### config.mk
export PLATFORM = sky130hd
export DESIGN_NAME = load_store_unit
export DESIGN_NICKNAME = d
export VERILOG_FILES = /design/src/rtl/load_store_unit.sv
export SDC_FILE = /design/constraint.sdc
export NUM_CORES = 1
export LEC_CHECK = 0
export BUFFER_PORTS_ARGS = -buffer_cell sky130_fd_sc_hd__buf_2
export CAP_MARGIN = 5
export CORE_ASPECT_RATIO = 1.1
export CORE_UTILIZATION = 49
export CTS_CLUSTER_SIZE = 24
export DETAILED_ROUTE_END_ITERATION = 12
export PLACE_DENSITY = 0.75
export SLEW_MARGIN = 20
export SYNTH_ARGS = -nofsm -noshare
export SYNTH_HDL_FRONTEND = slang
export SYNTH_SLANG_ARGS = --single-unit
### constraint.sdc
create_clock -name clk -period 4.5 [get_ports clk]
set_clock_uncertainty 0.05 [all_clocks]
set_input_delay 0.45 -clock clk [delete_from_list [all_inputs] [get_ports clk]]
set_output_delay 0.45 -clock clk [all_outputs]
set_load 0.01 [all_outputs]
### src/rtl/load_store_unit.sv
// Byte-serial load/store initiator: 1/2/4 big-endian byte beats per request, loads zero/sign-extended.
// Optional feature macro: LSU_ALIGN_CHECK_EN (reject misaligned half/word accesses with misalignErr).
module load_store_unit #(
   parameter int ADDR_W = 32
) (
   input  logic              clk,
   input  logic              resetN,
   input  logic              reqValid,
   output logic              reqReady,
   input  logic              reqWrite,
   input  logic [1:0]        reqSize,
   input  logic              reqSigned,
   input  logic [ADDR_W-1:0] reqAddr,
   input  logic [31:0]       reqWData,
   output logic [ADDR_W-1:0] memAddr,
   output logic              memRead,
   output logic              memWrite,
   output logic [7:0]        memWData,
   input  logic [7:0]        memRData,
   input  logic              memReady,
   output logic              respValid,
   output logic [31:0]       respData,
   output logic              misalignErr,
   output logic              busy
);
   typedef enum logic [1:0] {IDLE, ACCESS, DONE} state_t;

   state_t            state, state_n;
   logic [ADDR_W-1:0] base, base_n, mem_addr_n;
   logic [31:0]       data, data_n, resp_data_n;   // store operand, or load assembly register
   logic [1:0]        size, size_n, last, last_n, idx, idx_n, idx_inc, req_last;
   logic              sgn, sgn_n, wr, wr_n, err, err_n;
   logic              mem_read_n, mem_write_n, resp_valid_n, misalign_err_n, busy_n;
   logic [7:0]        mem_wdata_n;
   logic              misaligned;
   logic [31:0]       assembled;

   function automatic logic [7:0] byte_of(input logic [31:0] w, input logic [1:0] sel);
      logic [31:0] t;
      t = w >> {sel, 3'b000};
      return t[7:0];
   endfunction

   function automatic logic [31:0] extend(input logic [31:0] a, input logic [1:0] sz, input logic s);
      case (sz)
         2'd0:    return {{24{s & a[7]}}, a[7:0]};
         2'd1:    return {{16{s & a[15]}}, a[15:0]};
         default: return a;
      endcase
   endfunction

   assign reqReady  = (state == IDLE) && resetN;
   assign req_last  = (reqSize == 2'd0) ? 2'd0 : (reqSize == 2'd1) ? 2'd1 : 2'd3;
   assign assembled = {data[23:0], memRData};
   assign idx_inc   = idx + 2'd1;

`ifdef LSU_ALIGN_CHECK_EN
   assign misaligned = (reqSize == 2'd1) ? reqAddr[0] : (reqSize[1] && (reqAddr[1:0] != 2'b00));
`else
   assign misaligned = 1'b0;
`endif

   always_comb begin
      // NOTE: every variable gets a default before the case so no path leaves one unassigned (no latches).
      state_n        = state;
      base_n         = base;
      data_n         = data;
      size_n         = size;
      sgn_n          = sgn;
      wr_n           = wr;
      err_n          = err;
      last_n         = last;
      idx_n          = idx;
      mem_addr_n     = memAddr;
      mem_read_n     = memRead;
      mem_write_n    = memWrite;
      mem_wdata_n    = memWData;
      resp_valid_n   = 1'b0;
      resp_data_n    = respData;
      misalign_err_n = 1'b0;
      busy_n         = busy;
      unique case (state)
         IDLE: begin
            if (reqValid) begin
               state_n     = ACCESS;
               base_n      = reqAddr;
               size_n      = reqSize;
               sgn_n       = reqSigned;
               wr_n        = reqWrite;
               err_n       = misaligned;
               last_n      = req_last;
               idx_n       = 2'd0;
               busy_n      = 1'b1;
               data_n      = reqWrite ? reqWData : 32'h0;
               mem_addr_n  = reqAddr;
               mem_read_n  = !reqWrite && !misaligned;
               mem_write_n = reqWrite && !misaligned;
               mem_wdata_n = reqWrite ? byte_of(reqWData, req_last) : 8'h00;
            end
         end
         ACCESS: begin
            if (err) begin
               state_n        = DONE;
               resp_valid_n   = 1'b1;
               misalign_err_n = 1'b1;
               resp_data_n    = 32'h0;
            end else if (memReady) begin
               if (!wr) data_n = assembled;
               if (idx == last) begin
                  state_n      = DONE;
                  mem_read_n   = 1'b0;
                  mem_write_n  = 1'b0;
                  resp_valid_n = 1'b1;
                  resp_data_n  = wr ? 32'h0 : extend(assembled, size, sgn);
               end else begin
                  idx_n       = idx_inc;
                  mem_addr_n  = base + ADDR_W'(idx_inc);
                  mem_wdata_n = wr ? byte_of(data, last - idx_inc) : 8'h00;
               end
            end
         end
         DONE: begin
            state_n = IDLE;
            busy_n  = 1'b0;
         end
         default: state_n = IDLE;
      endcase
   end

   always_ff @(posedge clk) begin
      // NOTE: non-blocking assignments so every register samples pre-edge values.
      if (!resetN) begin
         state       <= IDLE;
         base        <= '0;
         data        <= '0;
         size        <= '0;
         sgn         <= 1'b0;
         wr          <= 1'b0;
         err         <= 1'b0;
         last        <= '0;
         idx         <= '0;
         memAddr     <= '0;
         memRead     <= 1'b0;
         memWrite    <= 1'b0;
         memWData    <= '0;
         respValid   <= 1'b0;
         respData    <= '0;
         misalignErr <= 1'b0;
         busy        <= 1'b0;
      end else begin
         state       <= state_n;
         base        <= base_n;
         data        <= data_n;
         size        <= size_n;
         sgn         <= sgn_n;
         wr          <= wr_n;
         err         <= err_n;
         last        <= last_n;
         idx         <= idx_n;
         memAddr     <= mem_addr_n;
         memRead     <= mem_read_n;
         memWrite    <= mem_write_n;
         memWData    <= mem_wdata_n;
         respValid   <= resp_valid_n;
         respData    <= resp_data_n;
         misalignErr <= misalign_err_n;
         busy        <= busy_n;
      end
   end
endmodule
==> results.sh, run 1 <==
export IMPL_synth_area_top_cells="sky130_fd_sc_hd__dfxtp_1, sky130_fd_sc_hd__nand2_1, sky130_fd_sc_hd__a21oi_1"
export IMPL_holdPathStages=2
export IMPL_clock_sinks=150
export IMPL_postSynthCellCount=851
export IMPL_grt_pass1_vias=6277
export IMPL_post_route_worst_setup_slack_ns=1.83
export IMPL_holdPathEnd="respData[2]$_SDFFE_PN0P_"
export IMPL_initial_core_util=0.509
export IMPL_ctsLongestPathBuffers=2
export IMPL_tritoncts="built"
export IMPL_finalMaxSlewViolations=0
export IMPL_vdd_ir_max_v=0.000232
export IMPL_synth_seq_area_share=0.422
export IMPL_rr_startpoint="idx[0]$_SDFFE_PN0P_"
export IMPL_worst_hold_launch="memRData[2]"
export IMPL_powerDensity_mw_per_mm2=404
export IMPL_yosys_register_bits=150
export IMPL_period_needed_ns=2.67
export IMPL_overflow=0
export IMPL_cp_max_fo=7
export IMPL_max_cap_violations=0
export IMPL_postSynthNetCount=935
export IMPL_cts_htree_levels=4
export IMPL_setup_tns_ns=0
export IMPL_final_net_count=1052
export IMPL_synth_cell_types=62
export IMPL_cts_made_buffers=17
export IMPL_grt_setup_unrepaired="no"
export IMPL_grt_first_pass_wirelength_microns=31100
export IMPL_dieHeight_microns=128
export IMPL_ys_flop_type="sky130_fd_sc_hd__dfxtp_1"
export IMPL_critical_path_data_required_time_ns=4.71
export IMPL_fraction_of_final_layout_cells_with_drive_strength_greater_than_1=0.223
export IMPL_post_synth_cell_area_avg_sq_um=8.35
export IMPL_route_detailed_wl_per_inst_microns=17.1
export IMPL_synth_edf_count=0
export IMPL_max_clock_freq_mhz=374
export IMPL_r2r_slack_ns=1.83
export IMPL_setup_viol=0
export IMPL_area_growth_syn_to_layout_pct=19.7
export IMPL_crit_arrival_ns=2.88
export IMPL_timing_final_crit_share=0.594
export IMPL_numPortBuffers=156
export IMPL_wirelength_microns=20000
export IMPL_drc_errors=0
export IMPL_preCtsSetupSlack_ns=1.80
export IMPL_max_slew_margin_rel=0.242
export IMPL_routed_via_density=5.81
export IMPL_cp_endpoint_kind="register"
export IMPL_power_w=0.00343
export IMPL_synth_warning_count=0
export IMPL_startpoint_type="register"
export IMPL_detail_route_antenna_nets=0
export IMPL_finalWeightedCongestion=0.888
export IMPL_clock_pin_slew_on_the_worst_setup_and_hold_paths_ns=0.06
export IMPL_dr_total_vias=6784
export IMPL_cts_hold_buf=0
export IMPL_netlist_area_sq_mm=0.00711
export IMPL_cts_repair_resized=0
export IMPL_synth_async_sr_flop_share=0
export IMPL_synth_top_cell_area_share=0.422
export IMPL_initialDrtViolationCount=630
export IMPL_io_pins=158
export IMPL_outcome="completed"
export IMPL_hold_viol_final=0
export IMPL_grt_start_max_net_pins=65
export IMPL_critical_path_max_stage_delay_ns=0.95
export IMPL_clockRootBuffer="sky130_fd_sc_hd__clkbuf_16"
export IMPL_slowest_stage="sky130_fd_sc_hd__nor4_1"
export IMPL_design_core_area_sq_mm=0.0140
export IMPL_holdCritPathClass="in -> reg"
export IMPL_yosys_area_top_type="sky130_fd_sc_hd__dfxtp_1"
export IMPL_antenna_violations_before_repair=1
export IMPL_hpwl_detailed_microns=14000
export IMPL_worstPathCellList="xor2_1 -> ha_1 -> a21oi_1 -> nor4_1 -> nand4_1 -> xor2_1 -> a21oi_1"
export IMPL_worst_skew_pair_late_latency_ns=0.42
export IMPL_path_class="reg -> reg"
export IMPL_dieArea_sq_mm=0.0150
export IMPL_drtPass1Iterations=5
export IMPL_post_cts_setup_buffers=0
export IMPL_r2r_end="memAddr[31]$_SDFFE_PN0P_"
export IMPL_globalRouteTotalUtil=0.268
export IMPL_leak_pwr_nw=3.71
export IMPL_placementRows=45
export IMPL_ff2ff_path_depth=7
export IMPL_tightestPinTransition_ns=1.13
export IMPL_die_width_microns=117
[layout by cell type (no fill, tap or decap), types with 3 or more instances in the layout]
cell type and count:
sky130_fd_sc_hd__o221ai_1 9, sky130_fd_sc_hd__nand2_2 3, sky130_fd_sc_hd__a21oi_1 84, sky130_fd_sc_hd__a211o_1 25
sky130_fd_sc_hd__clkbuf_1 3, sky130_fd_sc_hd__mux2i_1 29, sky130_fd_sc_hd__nor2_1 48, sky130_fd_sc_hd__clkinv_2 3
sky130_fd_sc_hd__inv_1 20, sky130_fd_sc_hd__o21ai_0 19, sky130_fd_sc_hd__o211a_1 16, sky130_fd_sc_hd__nand2_1 137
sky130_fd_sc_hd__a211oi_1 4, sky130_fd_sc_hd__a311oi_1 18, sky130_fd_sc_hd__ha_1 3, sky130_fd_sc_hd__clkbuf_8 5
sky130_fd_sc_hd__nand4_1 10, sky130_fd_sc_hd__clkbuf_16 17, sky130_fd_sc_hd__nor3_1 7, sky130_fd_sc_hd__xnor2_1 15
sky130_fd_sc_hd__xor2_1 15, sky130_fd_sc_hd__nor4_1 10, sky130_fd_sc_hd__nand3_1 51, sky130_fd_sc_hd__and4_1 4
sky130_fd_sc_hd__buf_2 156, sky130_fd_sc_hd__a21boi_0 7, sky130_fd_sc_hd__o211ai_1 21, sky130_fd_sc_hd__a22o_1 16
sky130_fd_sc_hd__dfxtp_1 150, sky130_fd_sc_hd__buf_4 11, sky130_fd_sc_hd__o22ai_1 16
[synthesized netlist by cell type, types with 10 or more instances]
master / count
sky130_fd_sc_hd__xor2_1: 15
sky130_fd_sc_hd__nor4_1: 10
sky130_fd_sc_hd__o22ai_1: 16
sky130_fd_sc_hd__nand4_1: 10
sky130_fd_sc_hd__a21oi_1: 84
sky130_fd_sc_hd__inv_1: 21
sky130_fd_sc_hd__a22o_1: 16
sky130_fd_sc_hd__dfxtp_1: 150
sky130_fd_sc_hd__o211a_1: 16
sky130_fd_sc_hd__o211ai_1: 21
sky130_fd_sc_hd__o21ai_0: 19
sky130_fd_sc_hd__buf_2: 14
sky130_fd_sc_hd__nand2_1: 138
sky130_fd_sc_hd__xnor2_1: 15
sky130_fd_sc_hd__mux2i_1: 29
sky130_fd_sc_hd__clkbuf_1: 49
sky130_fd_sc_hd__nand3_1: 51
sky130_fd_sc_hd__a311oi_1: 18
sky130_fd_sc_hd__a211o_1: 25
sky130_fd_sc_hd__nor2_1: 49
[per-layer routing]
metal,vias up,global-route usage,routed length (microns)
met2,256,0.467,9950
met4,0,0.106,447
met5,-,0,0
li1,3299,-,-
met1,3191,0.327,8430
met3,38,0.0457,1180
[flip-flops by register name, summed over array words and instances (netlist names)]
| signal | count |
|---|---|
| respData | 32 |
| base | 32 |
| state | 2 |
| memWData | 8 |
| memRead | 1 |
| memAddr | 32 |
| busy | 1 |
| size | 2 |
| sgn | 1 |
| memWrite | 1 |
| data | 32 |
| wr | 1 |
| respValid | 1 |
| idx | 2 |
| last | 2 |
[critical path: cells and delay by family (launching register included)]
| kind | cells | cell delay [ns] |
|---|---|---|
| flops | 1 | 0.42 |
| simple gates | 2 | 1.18 |
| xor+xnor | 2 | 0.34 |
| compound gates | 2 | 0.23 |
| fa+ha+maj | 1 | 0.30 |
[final cells by class]
type,count,area [sq um]
Clock buffer,25,505
Sequential cell,150,3000
Multi-Input combinational cell,611,3780
Antenna cell,1,2.50
Fill cell,1322,5450
Inverter,21,78.8
Timing Repair Buffer,167,863
Clock inverter,4,45.0
Tap cell,188,235
[through the flow]
stage               utilization  hold WS, ns  cell area, sq um  std cells
finish                    0.609        0.207              8510       1167
global route              0.609        0.212              8510       1166
CTS                       0.609        0.199              8500       1166
detailed placement        0.569        0.391              7950       1137
global placement          0.569        0.389              7950       1137
floorplan                     -        0.391              7110        851
[cells by family after synthesis]
kind of cell    synth area share
simple gates               0.193
compound gates             0.241
flops                      0.422
buf+inv                   0.0512
xor+xnor                  0.0415
mux                       0.0424
fa+ha+maj                0.00810
other cells             0.000527
[worst max path at each step]
| stage | start | to | cells past startpoint |
|---|---|---|---|
| finish | idx[0]$_SDFFE_PN0P_ | memAddr[31]$_SDFFE_PN0P_ | 7 |
| global route | idx[0]$_SDFFE_PN0P_ | memAddr[31]$_SDFFE_PN0P_ | 7 |
| CTS | idx[0]$_SDFFE_PN0P_ | memAddr[31]$_SDFFE_PN0P_ | 7 |
| detailed placement | idx[0]$_SDFFE_PN0P_ | memAddr[31]$_SDFFE_PN0P_ | 7 |
| global placement | idx[1]$_SDFFE_PN0P_ | memAddr[23]$_SDFFE_PN0P_ | 7 |
| floorplan | idx[1]$_SDFFE_PN0P_ | memAddr[30]$_SDFFE_PN0P_ | 8 |
[power by group]
part	leakage, nW	switching, W	internal [W]
Combinational	2.21	0.000340	0.000220
Clock	0.275	0.000524	0.000822
Sequential	1.23	0.0000976	0.00143
Total	3.71	0.000962	0.00247
No activity file was read; power rests on OpenSTA's default activity.
==> inputs of run 2 (changes only) <==
clock period = 2.5 ns   (was 4.5 ns; I/O delays follow)
==> run 2 against run 1 <==
Sequential power up 79%. Utilization is 1.5 points higher. Setup slack worse by 1.6 ns. Total power grew 87%. Register-to-register slack worse by 1.6 ns. Hold slack worse by 0.20 ns. Global-route usage rose by 0.71 points. Critical path type unchanged. Critical endpoint is now memAddr[30]$_SDFFE_PN0P_.
==> results.sh, run 2 (same netlist as run 1, synthesis figures left out) <==
export IMPL_die_width_microns=117
export IMPL_worst_skew_pair_late_latency_ns=0.43
export IMPL_clockRootBuffer="sky130_fd_sc_hd__clkbuf_16"
export IMPL_cp_max_fo=8
export IMPL_hold_viol_final=0
export IMPL_leak_pwr_nw=3.83
export IMPL_final_net_count=1070
export IMPL_grt_setup_unrepaired="no"
export IMPL_route_detailed_wl_per_inst_microns=16.8
export IMPL_grt_first_pass_wirelength_microns=31900
export IMPL_routed_via_density=5.79
export IMPL_overflow=0
export IMPL_dieHeight_microns=128
export IMPL_initialDrtViolationCount=486
export IMPL_grt_start_max_net_pins=65
export IMPL_holdCritPathClass="in -> reg"
export IMPL_crit_arrival_ns=2.59
export IMPL_mostFrequentLayoutCell="sky130_fd_sc_hd__buf_2"
export IMPL_antenna_cells=0
export IMPL_finalWeightedCongestion=0.894
export IMPL_cts_htree_levels=4
export IMPL_tightestPinTransition_ns=0.782
export IMPL_timing_final_crit_share=0.912
export IMPL_clock_pin_slew_on_the_worst_setup_and_hold_paths_ns=0.06
export IMPL_max_slew_margin_rel=0.477
export IMPL_cp_endpoint_kind="register"
export IMPL_tritoncts="built"
export IMPL_post_cts_setup_buffers=0
export IMPL_max_clock_freq_mhz=438
export IMPL_startpoint_type="register"
export IMPL_numPortBuffers=156
export IMPL_globalRouteTotalUtil=0.275
export IMPL_setup_tns_ns=0
export IMPL_area_growth_syn_to_layout_pct=22.7
export IMPL_period_needed_ns=2.28
export IMPL_critical_path_data_required_time_ns=2.81
export IMPL_placed_cells=1151
export IMPL_wirelength_microns=19900
export IMPL_max_cap_violations=0
export IMPL_io_pins=158
export IMPL_drtPass1Iterations=4
export IMPL_vdd_ir_max_v=0.000416
export IMPL_post_route_worst_setup_slack_ns=0.219
export IMPL_path_class="reg -> reg"
export IMPL_fraction_of_final_layout_cells_with_drive_strength_greater_than_1=0.235
export IMPL_hpwl_detailed_microns=13800
export IMPL_most_common_layout_cells="sky130_fd_sc_hd__buf_2, sky130_fd_sc_hd__dfxtp_1, sky130_fd_sc_hd__nand2_1"
export IMPL_setup_viol=0
export IMPL_dr_total_vias=6866
export IMPL_cts_made_buffers=17
export IMPL_design_core_area_sq_mm=0.0140
export IMPL_outcome="completed"
export IMPL_drc_errors=0
export IMPL_final_core_util=0.625
export IMPL_ctsLongestPathBuffers=2
export IMPL_powerDensity_mw_per_mm2=736
export IMPL_antenna_violations_before_repair=1
export IMPL_initial_core_util=0.509
export IMPL_placementRows=45
export IMPL_stdcell_count=1186
export IMPL_grt_pass1_vias=6539
export IMPL_preCtsSetupSlack_ns=0.0913
export IMPL_finalMaxSlewViolations=0
export IMPL_detail_route_antenna_nets=0
export IMPL_dieArea_sq_mm=0.0150
export IMPL_clock_sinks=150
## run 2: cell count changes in the layout (fill, tap and decap cells not counted), sizes merged
cell / change
dlygate4sd3: +4
clkbuf: -2
buf: +14
clkinv: +2
diode: -1
bufinv: +2
## run 2: metal layers
layer,wire length (microns),vias to the layer above,part of all wire,global-route usage
met5,10,-,0.00050,0
met4,400,2,0.020,0.102
met3,1260,41,0.063,0.0593
met2,9960,256,0.50,0.474
met1,8270,3234,0.42,0.335
li1,-,3333,-,-
## run 2: path summary, 6_finish.rpt
check,startpoint,to,slack [ns],cells past startpoint
max,idx[0]$_SDFFE_PN0P_,memAddr[30]$_SDFFE_PN0P_,0.22,8
min,memRData[0],respData[0]$_SDFFE_PN0P_,0.007,2
max reg2reg,idx[0]$_SDFFE_PN0P_,memAddr[30]$_SDFFE_PN0P_,0.22,8
min reg2reg,respData[28]$_SDFFE_PN0P_,respData[28]$_SDFFE_PN0P_,0.40,2
## run 2: final cells by class
cell class | instances | area, sq um
well taps | 188 | 235
fillers | 1298 | 5240
inverters | 21 | 78.8
repair buffers | 185 | 1020
clock inverters | 8 | 123
multi-input cells | 611 | 3780
clock buffers | 23 | 478
flip-flops and latches | 150 | 3000
## run 2: power breakdown
group	internal (W)	switching [W]
combinational	0.000423	0.000626
clock	0.00164	0.000993
sequential	0.00258	0.000162
## run 2: worst max-delay path: stages, from the launching register on
cell	delay (ns)
sky130_fd_sc_hd__dfxtp_1	0.33
sky130_fd_sc_hd__buf_4	0.14
sky130_fd_sc_hd__xor2_2	0.20
sky130_fd_sc_hd__fa_1	0.24
sky130_fd_sc_hd__and3_1	0.20
sky130_fd_sc_hd__nand2_2	0.13
sky130_fd_sc_hd__or3_4	0.43
sky130_fd_sc_hd__or3_1	0.34
sky130_fd_sc_hd__a31oi_1	0.16
## run 2: metrics by stage
| stage | hold slack (ns) | instance area (sq um) | total power [W] |
|---|---|---|---|
| after floorplan | 0.326 | 7110 | 0.00344 |
| after global placement | 0.388 | 8060 | 0.00380 |
| after global routing | 0.0110 | 8720 | 0.00667 |
| after detailed placement | 0.393 | 8060 | 0.00381 |
| after CTS | 0.00299 | 8700 | 0.00644 |
| final | 0.00742 | 8720 | 0.00642 |
## run 2: repair_timing
action / CTS / global route
hold endpoints to repair: 4 / 0
hold buffers: 4 / 0
resized for setup: 0 / 1
setup endpoints to repair: 0 / 1
==> inputs of run 3 (changes only) <==
--- a/config.mk
+++ b/config.mk
@@ -9,8 +9,9 @@
 export CAP_MARGIN = 5
 export CORE_ASPECT_RATIO = 1.1
-export CORE_UTILIZATION = 49
+export CORE_MARGIN = 3
+export CORE_UTILIZATION = 25
 export CTS_CLUSTER_SIZE = 24
 export DETAILED_ROUTE_END_ITERATION = 12
-export PLACE_DENSITY = 0.75
+export PLACE_DENSITY = 0.45
 export SLEW_MARGIN = 20
 export SYNTH_ARGS = -nofsm -noshare
--- a/constraint.sdc
+++ b/constraint.sdc
@@ -3,3 +3,3 @@
 set_input_delay 0.25 -clock clk [delete_from_list [all_inputs] [get_ports clk]]
 set_output_delay 0.25 -clock clk [all_outputs]
-set_load 0.01 [all_outputs]
+set_load 0.05 [all_outputs]
==> run 3 against run 2 <==
Final area increased by 3.1%. Utilization decreased by 30 points. Global-route usage decreased by 12 points. Final cell count increased by 15%. Clock power about the same. Largest cell class unchanged.
==> results.sh, run 3 (same netlist as run 1, synthesis figures left out) <==
export IMPL_setup_tns_ns=0
export IMPL_design_core_area_sq_mm=0.0279
export IMPL_clock_pin_slew_on_the_worst_setup_and_hold_paths_ns=0.07
export IMPL_max_cap_violations=0
export IMPL_leak_pwr_nw=3.85
export IMPL_final_net_count=1075
export IMPL_tritoncts="built"
export IMPL_grt_first_pass_wirelength_microns=37700
export IMPL_setup_viol=0
export IMPL_worst_skew_pair_late_latency_ns=0.42
export IMPL_cts_made_buffers=17
export IMPL_drtPass1Iterations=5
export IMPL_period_needed_ns=2.29
export IMPL_max_clock_freq_mhz=437
export IMPL_internal_power_w=0.00446
export IMPL_holdCritPathClass="in -> reg"
export IMPL_timing_final_crit_share=0.915
export IMPL_hpwl_detailed_microns=17400
export IMPL_outcome="completed"
export IMPL_globalRouteTotalUtil=0.155
export IMPL_die_width_microns=167
export IMPL_initialDrtViolationCount=454
export IMPL_overflow=0
export IMPL_grt_pass1_vias=6652
export IMPL_power_frac_seq=0.410
export IMPL_max_slew_margin_rel=0.470
export IMPL_mostFrequentLayoutCell="sky130_fd_sc_hd__buf_2"
export IMPL_route_detailed_wl_per_inst_microns=17.8
export IMPL_area_growth_syn_to_layout_pct=26.5
export IMPL_finalMaxSlewViolations=0
export IMPL_detail_route_antenna_nets=0
export IMPL_cts_repair_resized=0
export IMPL_r2r_slack_ns=0.21
export IMPL_total_switching_power_w=0.00222
export IMPL_finalWeightedCongestion=0.830
export IMPL_ctsLongestPathBuffers=2
export IMPL_cp_max_fo=4
export IMPL_critical_path_data_required_time_ns=2.80
export IMPL_drc_errors=0
export IMPL_powerDensity_mw_per_mm2=742
export IMPL_crit_arrival_ns=2.59
export IMPL_n_fill_cell=3026
export IMPL_dr_total_vias=6751
export IMPL_fraction_of_final_layout_cells_with_drive_strength_greater_than_1=0.244
export IMPL_initial_core_util=0.254
export IMPL_numPortBuffers=156
export IMPL_combPwrFrac=0.199
export IMPL_grt_start_max_net_pins=65
export IMPL_cts_htree_levels=4
export IMPL_io_pins=158
export IMPL_holdPathStages=2
export IMPL_post_route_worst_setup_slack_ns=0.212
export IMPL_path_class="reg -> reg"
export IMPL_startpoint_type="register"
export IMPL_grt_setup_unrepaired="no"
export IMPL_cp_endpoint_kind="register"
export IMPL_vdd_ir_max_v=0.000369
export IMPL_dieArea_sq_mm=0.0305
export IMPL_dieHeight_microns=183
export IMPL_routed_via_density=4.93
export IMPL_hold_viol_final=0
export IMPL_tightestPinTransition_ns=0.793
export IMPL_clockRootBuffer="sky130_fd_sc_hd__clkbuf_16"
export IMPL_pwr_share_clk=0.391
export IMPL_most_common_layout_cells="sky130_fd_sc_hd__buf_2, sky130_fd_sc_hd__dfxtp_1, sky130_fd_sc_hd__nand2_1"
export IMPL_ff2ff_path_depth=8
export IMPL_placementRows=64
export IMPL_sw_frac_of_total=0.332
export IMPL_antenna_violations_before_repair=3
export IMPL_clock_sinks=150
export IMPL_wirelength_microns=24300
export IMPL_preCtsSetupSlack_ns=0.126
run 3: cell types whose count changed in the layout (fill, tap and decap cells not counted), sizes merged:
| cell | previous run | this run |
|---|---|---|
| bufinv | 3 | 1 |
| inv | 21 | 30 |
| clkinvlp | 0 | 2 |
| dlygate4sd3 | 4 | 3 |
| buf | 181 | 187 |
| diode | 0 | 1 |
| clkinv | 5 | 2 |
| clkbuf | 23 | 18 |
run 3: power groups by stage:
stage          combinational, W  sequential, W  clock, W
3_5_place_dp            0.00133        0.00279         0
4_1_cts                 0.00134        0.00274   0.00270
5_1_grt                 0.00145        0.00276   0.00280
3_3_place_gp            0.00133        0.00279         0
2_1_floorplan          0.000676        0.00300         0
6_report                0.00133        0.00274   0.00261
run 3: final timing paths:
path                             startpoint                        end
setup / recovery        idx[0]$_SDFFE_PN0P_   memAddr[30]$_SDFFE_PN0P_
hold / removal                  memRData[3]   respData[3]$_SDFFE_PN0P_
setup reg to reg        idx[0]$_SDFFE_PN0P_   memAddr[30]$_SDFFE_PN0P_
hold reg to reg   respData[25]$_SDFFE_PN0P_  respData[25]$_SDFFE_PN0P_
run 3: layout make-up:
cell class | count | area, sq um | share of cell area
diodes | 1 | 2.50 | 0.000278
clock buffers | 18 | 439 | 0.0488
clock inverters | 14 | 154 | 0.0171
inverters | 21 | 78.8 | 0.00876
multi-input cells | 611 | 3780 | 0.420
flip-flops and latches | 150 | 3000 | 0.334
well taps | 363 | 454 | 0.0505
repair buffers | 190 | 1080 | 0.120
run 3: critical path, cell delays in order (launching register included):
cell and delay, ns:
sky130_fd_sc_hd__dfxtp_1 0.32, sky130_fd_sc_hd__buf_4 0.13, sky130_fd_sc_hd__xor2_1 0.26, sky130_fd_sc_hd__fa_1 0.26
sky130_fd_sc_hd__and3_1 0.21, sky130_fd_sc_hd__nand2_2 0.09, sky130_fd_sc_hd__or3_4 0.41, sky130_fd_sc_hd__or3_1 0.35
sky130_fd_sc_hd__a31oi_1 0.15
run 3: what timing repair did:
action                                 4_1_cts  5_1_grt
buffers inserted                             0        0
endpoints found under the hold margin        3        0
hold buffers                                 3        0
run 3: metrics by stage:
stage / cell area (sq um) / hold WS [ns] / util / cells / power (W)
floorplan: 7110 / 0.326 / - / 851 / 0.00367
global placement: 8360 / 0.390 / 0.299 / 1332 / 0.00412
detailed placement: 8360 / 0.394 / 0.299 / 1332 / 0.00413
CTS: 8980 / 0.00183 / 0.321 / 1367 / 0.00678
global route: 8990 / 0.00763 / 0.322 / 1368 / 0.00701
finish: 8990 / 0.0166 / 0.322 / 1368 / 0.00667
run 3: per-layer routing:
layer  wire length, microns  vias to the layer above  part of all wire  global-route usage
li1                       -                     3351                 -                   -
met2                  12100                      178              0.50               0.273
met3                   1140                       22             0.047              0.0285
met1                  10800                     3196              0.44               0.197
met4                    321                        4             0.013              0.0416
met5                     29                        -            0.0012                   0
